## config.mk

```make
export PLATFORM = sky130hd
export DESIGN_NAME = decode_stage_p
export DESIGN_NICKNAME = d
export VERILOG_FILES = /design/src/rtl/decode_stage_p.sv
export SDC_FILE = /design/constraint.sdc
export NUM_CORES = 2
export LEC_CHECK = 0
export ABC_AREA = 0
export ABC_CLOCK_PERIOD_IN_PS = 16690
export BUFFER_PORTS_ARGS = -buffer_cell sky130_fd_sc_hd__clkbuf_2
export CELL_PAD_IN_SITES_DETAIL_PLACEMENT = 0
export CELL_PAD_IN_SITES_GLOBAL_PLACEMENT = 1
export CORE_ASPECT_RATIO = 0.9
export CORE_MARGIN = 3
export CORE_UTILIZATION = 52
export CTS_CLUSTER_DIAMETER = 150
export DETAILED_ROUTE_END_ITERATION = 6
export PLACE_DENSITY_LB_ADDON = 0.1
export SETUP_SLACK_MARGIN = 0.2
export SYNTH_ARGS = -nofsm -noshare
export SYNTH_HDL_FRONTEND = slang
export SYNTH_SLANG_ARGS = --single-unit
```

## constraint.sdc

```tcl
create_clock -name clk -period 16.69 [get_ports clk]
set_input_delay 3.338 -clock clk [delete_from_list [all_inputs] [get_ports clk]]
set_output_delay 3.338 -clock clk [all_outputs]
set_load 0.1 [all_outputs]
```

## src/rtl/decode_stage_p.sv

```systemverilog
// RISC-V decode stage: register file with write-back forwarding, immediate generation,
// load-use stall, early branch resolution with wrong-path kill, and the ID/EX register.
module decode_stage_p #(
   parameter int XLEN       = 32,
   parameter int NREG       = 32,
   parameter int BYPASS     = 1,
   parameter int KILL_SLOTS = 1
) (
   input  logic            clk,
   input  logic            rst_n,
   input  logic            i_valid,
   output logic            o_ready,
   input  logic [31:0]     i_instr,
   input  logic [XLEN-1:0] i_pc,
   input  logic            i_wr,
   input  logic [4:0]      i_rd,
   input  logic [XLEN-1:0] i_write_data,
   input  logic            i_flush,
   output logic            o_valid,
   input  logic            i_ready,
   output logic [XLEN-1:0] o_rs1_data,
   output logic [XLEN-1:0] o_rs2_data,
   output logic [XLEN-1:0] o_imm_data,
   output logic [6:0]      o_opcode,
   output logic [2:0]      o_func3,
   output logic [4:0]      o_rd,
   output logic [XLEN-1:0] o_pc,
   output logic            o_redirect,
   output logic [XLEN-1:0] o_redirect_pc,
   output logic [15:0]     o_stall_cnt
);
   localparam int AW = $clog2(NREG);
   localparam logic [5:0] NREG_L = 6'(NREG);
   localparam logic [1:0] KILL_L = 2'(KILL_SLOTS);
   localparam logic [XLEN-1:0] JALR_MASK = {{(XLEN-1){1'b1}}, 1'b0};

   localparam logic [6:0] OPC_LOAD   = 7'b0000011;
   localparam logic [6:0] OPC_FENCE  = 7'b0001111;
   localparam logic [6:0] OPC_OPIMM  = 7'b0010011;
   localparam logic [6:0] OPC_AUIPC  = 7'b0010111;
   localparam logic [6:0] OPC_STORE  = 7'b0100011;
   localparam logic [6:0] OPC_OP     = 7'b0110011;
   localparam logic [6:0] OPC_LUI    = 7'b0110111;
   localparam logic [6:0] OPC_BRANCH = 7'b1100011;
   localparam logic [6:0] OPC_JALR   = 7'b1100111;
   localparam logic [6:0] OPC_JAL    = 7'b1101111;
   localparam logic [6:0] OPC_SYSTEM = 7'b1110011;

   typedef enum logic [1:0] {ST_RUN = 2'd0, ST_KILL = 2'd1, ST_STALL = 2'd2} state_e;

   state_e          state_q, state_d;
   logic [XLEN-1:0] rf_q [NREG];
   logic            valid_q, redirect_q;
   logic [XLEN-1:0] rs1_q, rs2_q, imm_q, pc_q, redirect_pc_q;
   logic [6:0]      opcode_q;
   logic [2:0]      func3_q;
   logic [4:0]      rd_q;
   logic [15:0]     stall_q;
   logic [1:0]      kill_q;

   logic [6:0]      opc_s;
   logic [2:0]      f3_s;
   logic [4:0]      rs1_idx_s, rs2_idx_s;
   logic [XLEN-1:0] rs1_s, rs2_s, imm_s, target_s;
   logic            rs1_used_s, rs2_used_s, hazard_s, ready_s, hs_s, accept_s, taken_s;

   // Forwarding only applies to in-range nonzero indices, so x0 can never be bypassed.
   function automatic logic [XLEN-1:0] read_port(input logic [4:0] idx, input logic [XLEN-1:0] stored,
         input logic wr, input logic [4:0] wr_idx, input logic [XLEN-1:0] wr_data);
      logic [XLEN-1:0] val;
      if (idx == 5'd0 || {1'b0, idx} >= NREG_L) val = '0;
      else if (BYPASS != 0 && wr && wr_idx == idx) val = wr_data;
      else val = stored;
      return val;
   endfunction

   always_comb begin
      opc_s     = i_instr[6:0];
      f3_s      = i_instr[14:12];
      rs1_idx_s = i_instr[19:15];
      rs2_idx_s = i_instr[24:20];
      rs1_s     = read_port(rs1_idx_s, rf_q[rs1_idx_s[AW-1:0]], i_wr, i_rd, i_write_data);
      rs2_s     = read_port(rs2_idx_s, rf_q[rs2_idx_s[AW-1:0]], i_wr, i_rd, i_write_data);
      imm_s     = '0;
      case (opc_s)
         OPC_LOAD, OPC_OPIMM, OPC_JALR, OPC_SYSTEM, OPC_FENCE:
            imm_s = XLEN'($signed(i_instr[31:20]));
         OPC_STORE:
            imm_s = XLEN'($signed({i_instr[31:25], i_instr[11:7]}));
         OPC_BRANCH:
            imm_s = XLEN'($signed({i_instr[31], i_instr[7], i_instr[30:25], i_instr[11:8], 1'b0}));
         OPC_LUI, OPC_AUIPC:
            imm_s = XLEN'($signed({i_instr[31:12], 12'h000}));
         OPC_JAL:
            imm_s = XLEN'($signed({i_instr[31], i_instr[19:12], i_instr[20], i_instr[30:21], 1'b0}));
         default: imm_s = '0;
      endcase

      taken_s  = 1'b0;
      target_s = i_pc + imm_s;
      case (opc_s)
         OPC_BRANCH: begin
            case (f3_s)
               3'b000:  taken_s = (rs1_s == rs2_s);
               3'b001:  taken_s = (rs1_s != rs2_s);
               3'b100:  taken_s = ($signed(rs1_s) < $signed(rs2_s));
               3'b101:  taken_s = ($signed(rs1_s) >= $signed(rs2_s));
               3'b110:  taken_s = (rs1_s < rs2_s);
               3'b111:  taken_s = (rs1_s >= rs2_s);
               default: taken_s = 1'b0;
            endcase
         end
         OPC_JAL:  taken_s = 1'b1;
         OPC_JALR: begin
            taken_s  = 1'b1;
            target_s = (rs1_s + imm_s) & JALR_MASK;
         end
         default: taken_s = 1'b0;
      endcase

      rs1_used_s = !(opc_s == OPC_LUI || opc_s == OPC_AUIPC || opc_s == OPC_JAL);
      rs2_used_s = (opc_s == OPC_OP || opc_s == OPC_STORE || opc_s == OPC_BRANCH);
      hazard_s   = i_valid && valid_q && opcode_q == OPC_LOAD && rd_q != 5'd0 &&
                   ((rs1_used_s && rd_q == rs1_idx_s) || (rs2_used_s && rd_q == rs2_idx_s));
      ready_s    = !hazard_s && (!valid_q || i_ready) && !i_flush;
      hs_s       = i_valid && ready_s;
      accept_s   = hs_s && kill_q == 2'd0;
   end

   always_comb begin
      state_d = state_q;
      if (i_flush) begin
         state_d = ST_RUN;
      end else begin
         case (state_q)
            ST_RUN: begin
               if (accept_s && taken_s && KILL_SLOTS > 0) state_d = ST_KILL;
               else if (hazard_s) state_d = ST_STALL;
               else state_d = ST_RUN;
            end
            ST_KILL: begin
               if (hs_s && kill_q <= 2'd1) state_d = ST_RUN;
               else state_d = ST_KILL;
            end
            ST_STALL: begin
               if (hazard_s) state_d = ST_STALL;
               else if (accept_s && taken_s && KILL_SLOTS > 0) state_d = ST_KILL;
               else state_d = ST_RUN;
            end
            default: state_d = ST_RUN;
         endcase
      end
   end

   always_ff @(posedge clk) begin
      if (!rst_n) begin
         for (int k = 0; k < NREG; k++) rf_q[k] <= '0;
      end else if (i_wr && i_rd != 5'd0 && {1'b0, i_rd} < NREG_L) begin
         rf_q[i_rd[AW-1:0]] <= i_write_data;
      end else begin
         rf_q <= rf_q;
      end
   end

   // Flush outranks accept, redirect and stall; a killed handshake never reaches ID/EX.
   always_ff @(posedge clk) begin
      if (!rst_n) begin
         state_q       <= ST_RUN;
         valid_q       <= 1'b0;
         rs1_q         <= '0;
         rs2_q         <= '0;
         imm_q         <= '0;
         pc_q          <= '0;
         opcode_q      <= 7'd0;
         func3_q       <= 3'd0;
         rd_q          <= 5'd0;
         redirect_q    <= 1'b0;
         redirect_pc_q <= '0;
         stall_q       <= 16'd0;
         kill_q        <= 2'd0;
      end else begin
         state_q <= state_d;
         if (i_flush) begin
            valid_q <= 1'b0;
         end else if (accept_s) begin
            valid_q  <= 1'b1;
            rs1_q    <= rs1_s;
            rs2_q    <= rs2_s;
            imm_q    <= imm_s;
            pc_q     <= i_pc;
            opcode_q <= opc_s;
            func3_q  <= f3_s;
            rd_q     <= i_instr[11:7];
         end else if (!valid_q || i_ready) begin
            valid_q <= 1'b0;
         end
         redirect_q <= accept_s && taken_s;
         if (accept_s && taken_s) redirect_pc_q <= target_s;
         if (i_flush) kill_q <= 2'd0;
         else if (accept_s && taken_s) kill_q <= KILL_L;
         else if (hs_s && kill_q != 2'd0) kill_q <= kill_q - 2'd1;
         if (hazard_s && !i_flush && stall_q != 16'hFFFF) stall_q <= stall_q + 16'd1;
      end
   end

   assign o_ready       = ready_s;
   assign o_valid       = valid_q;
   assign o_rs1_data    = rs1_q;
   assign o_rs2_data    = rs2_q;
   assign o_imm_data    = imm_q;
   assign o_opcode      = opcode_q;
   assign o_func3       = func3_q;
   assign o_rd          = rd_q;
   assign o_pc          = pc_q;
   assign o_redirect    = redirect_q;
   assign o_redirect_pc = redirect_pc_q;
   assign o_stall_cnt   = stall_q;
endmodule

```

==> impl_results.md <==
* Status: finished clean
* Synth warnings at 0
* Worst Skew at around 0.027 ns
* CP Capture Type: output port
* Post-synth ARST share at 0%
* Comb pwr share at under 10%
* Number of buffers added for setup after CTS at 0
* Fillers at ~11,000
* # IOs at roughly 300
* Largest net degree at the start of global routing at 200
* FP Rows at roughly 120
* Syn_nets at around 7,400
* Synthesized area at between 60,000 and 70,000 um^2
* Cell with the most instances after synthesis: nand2_1
* GRT overflow at 0
* Leak at between 20 and 25 nW
* Syn Inst Count at roughly 7,200
* Sequential fraction of the synthesis area at approximately two fifths
* Root Driver: clkbuf_16
* Placer Congestion at 0.943
* Slowest stage cell, crit path: buf_4
* Syn avg cell area at about 8.9 um^2
* Nets at 7,281
* Drt pass-1 iters at 7
* Quantity of hold-fixing buffers added after cts at 0
* Max-slew headroom at 11.6%
* Post-DR vias/cell at roughly 6.5
* Synth top area cells: dfxtp_1, mux4_2, nand2_1, a21oi_1, clkbuf_1
* Yosys cell types at 91
* Longest Clk Path Bufs at 3
* DRC at 0
* CTS Buf Count at 133
* CTS clk-pin slew, worst paths at roughly 0.05 ns
* Worst path max stage delay at roughly 0.7 ns
* Pre-CTS WS at about 6 ns
* Sink Count at roughly 1,200
* H-tree depth at 4
* Period utilization at just over 60%
* Die ar. at about 130,000 um^2
* Tmin final at roughly 10 ns
* Final worst slack at around 6.4 ns
* CTS tree: built
* Port Buffer Count at 300
* CP Max Fanout at 41
* Initial antenna violation count at 19
* Switching share of power at about a quarter
* Crit path DAT at just under 7 ns
* PD cells at ~94 nW/um^2
* Total core area at 122,000 um^2
* Total Negative Setup Slacks at 0 ns
* DIE HEIGHT at 339 um
* Crit path launch type: input pin
* CP most frequent cell: buf_4
* Via count at about 57,000
* Remaining antenna violation count at 0
* Max frequency at 97.1 MHz
* Setup CP Type: in -> out
* Ys flop type: dfxtp_1
* Synth area leader: dfxtp_1
* Iteration-0 DRC Markers at around 7,000
* Synth top cells by count: nand2_1, dfxtp_1, a21oi_1
* Register bit total from synthesis at 1,219
* Starting density of the core at 52.7%
* Post-synth top area share at around two fifths
* Psw at ~1.8 mW
* WL final at around 250,000 um
* EDFF count, synth at 0
* P_int at about 4.9 mW
* Vias in the first global route at between 50,000 and 60,000
* Wire per inst at around 28 um
* Maximum vdd drop at approximately 0.065 mV
* RSZ-0062 raised after global routing: false
* Clock share of power at a little under half
* Layout area overhead at 10.1%
* Die width at about 380 um
* GRT Total Usage at 37.8%
* Fin cells at slightly below 9,000
* Least-Margin Pin Slew at between 1 and 1.5 ns
* Min-delay worst type: reg -> reg
* Wire length of the first global-routing pass at between 300,000 and 400,000 um
* Worst-Skew Late Latency at roughly 0.8 ns
* Sequential share of power at about 45%
* Hpwl dp at ~150,000 um
* Final Setup Violations at 0
* Max cap viols at 0
* Placed cells at between 8,000 and 9,000
* Critical path data required time at 13.35 ns
* Gates resized, CTS repair at 0
* Final Hold Fails at 0
* Critical path cell sequence: buf_8, buf_4, buf_4, xnor2_1, nand4_1, a2111oi_0, a41oi_1, or4_1, nor3b_1, clkbuf_2
* Max-slew violation count at 0
* Share of layout cells above drive strength 1 at around a fifth
[metrics by stage]
| stage | util [%] | power, mW | hold slack [ns] | cell area (um^2) |
|---|---|---|---|---|
| floorplan | - | 3.47 | 0.443 | 64000 |
| global placement | 54.3 | 3.66 | 0.441 | 66100 |
| detailed placement | 54.3 | 3.67 | 0.446 | 66100 |
| CTS | 57.9 | 6.66 | 0.454 | 70400 |
| global route | 58.0 | 6.81 | 0.473 | 70500 |
| finish | 58.0 | 6.64 | 0.453 | 70500 |
[power by group through the flow]
| stage | registers, mW | logic (mW) | clock network (mW) |
|---|---|---|---|
| 2_1_floorplan | 3.09 | 0.383 | 0 |
| 6_report | 2.96 | 0.654 | 3.03 |
| 4_1_cts | 2.96 | 0.645 | 3.06 |
| 5_1_grt | 2.96 | 0.685 | 3.17 |
| 3_3_place_gp | 3.02 | 0.639 | 0 |
| 3_5_place_dp | 3.02 | 0.644 | 0 |
[cell families (layout without fill, tap and decap cells)]
group	Yosys count	after routing	share of synthesized area (%)
and+or+nand+nor	2821	2821	17.6
DFF	1219	1219	38.1
AOI/OAI and AO/OA	1546	1546	13.4
buffers and inverters	735	683	4.62
xor gates and xnor gates	91	91	1.24
muxes	717	717	23.2
other	0	10	0
adders and majority gates	97	97	1.91
[path summary, 6_finish.rpt]
check	from	end	slack, ns	cells past startpoint
max reg2reg	rf_q[657]$_SDFFE_PN0P_	o_redirect_pc[30]$_SDFFE_PN0P_	10.11	18
min reg2reg	o_pc[18]$_SDFFE_PN0P_	o_pc[18]$_SDFFE_PN0P_	0.45	2
min	o_pc[18]$_SDFFE_PN0P_	o_pc[18]$_SDFFE_PN0P_	0.45	2
max	i_instr[20]	o_ready	6.39	10
[critical path, delay by kind of cell]
family | cells | cell delay [ns]
buffers and inverters | 4 | 1.97
XOR/XNOR | 1 | 0.18
AO/OA/AOI/OAI | 2 | 0.54
AND/OR/NAND/NOR | 3 | 0.87
[sequential cells by signal, summed over array words and instances, names as in the netlist]
register       flops
rf_q            1024
o_valid            1
o_func3            3
o_rs1_data        32
o_opcode           7
o_stall_cnt       16
o_rd               5
o_rs2_data        32
o_redirect_pc     32
o_redirect         1
kill_q             2
o_imm_data        32
o_pc              32
[layout make-up]
type / instances / area [um^2] / share of cell area, %
Multi-Input combinational cell: 5272 / 37000 / 52.5
Sequential cell: 1219 / 24400 / 34.6
Clock buffer: 195 / 3910 / 5.55
Timing Repair Buffer: 420 / 2540 / 3.60
Tap cell: 1599 / 2000 / 2.84
Clock inverter: 35 / 472 / 0.669
Inverter: 33 / 134 / 0.190
Antenna cell: 10 / 25.0 / 0.0355
[per-layer routing]
| layer | global-route usage, % | up-vias | share of wire (%) |
|---|---|---|---|
| met4 | 17.5 | 8 | 4.8 |
| met2 | 58.3 | 3426 | 45 |
| met3 | 8.81 | 642 | 11 |
| met5 | 0 | - | 0.017 |
| met1 | 50.5 | 27700 | 38 |
| li1 | - | 25000 | - |
[cell usage in the layout, fill, tap and decap left out, types with 10 or more instances in the layout]
cell type	instances
nor2_2	10
nand2b_1	15
nand2_1	2286
a31oi_1	16
xnor2_1	48
and3_1	15
nor2_4	24
clkbuf_16	140
clkinv_2	15
ha_1	93
mux4_2	608
mux2i_1	102
dfxtp_1	1219
inv_1	29
xor2_1	43
clkbuf_8	20
clkbuf_2	291
diode_2	10
clkbuf_1	35
and2_1	48
o21ai_0	49
a211oi_1	67
buf_4	115
nor3_1	34
a21oi_1	1217
a21o_1	59
or3_1	12
nor2b_1	28
nand2_2	29
nand3_1	35
nand4_1	21
nor3_2	10
o21bai_1	14
o211ai_1	37
nor2_1	213
No activity file was read; power rests on OpenSTA's default activity.
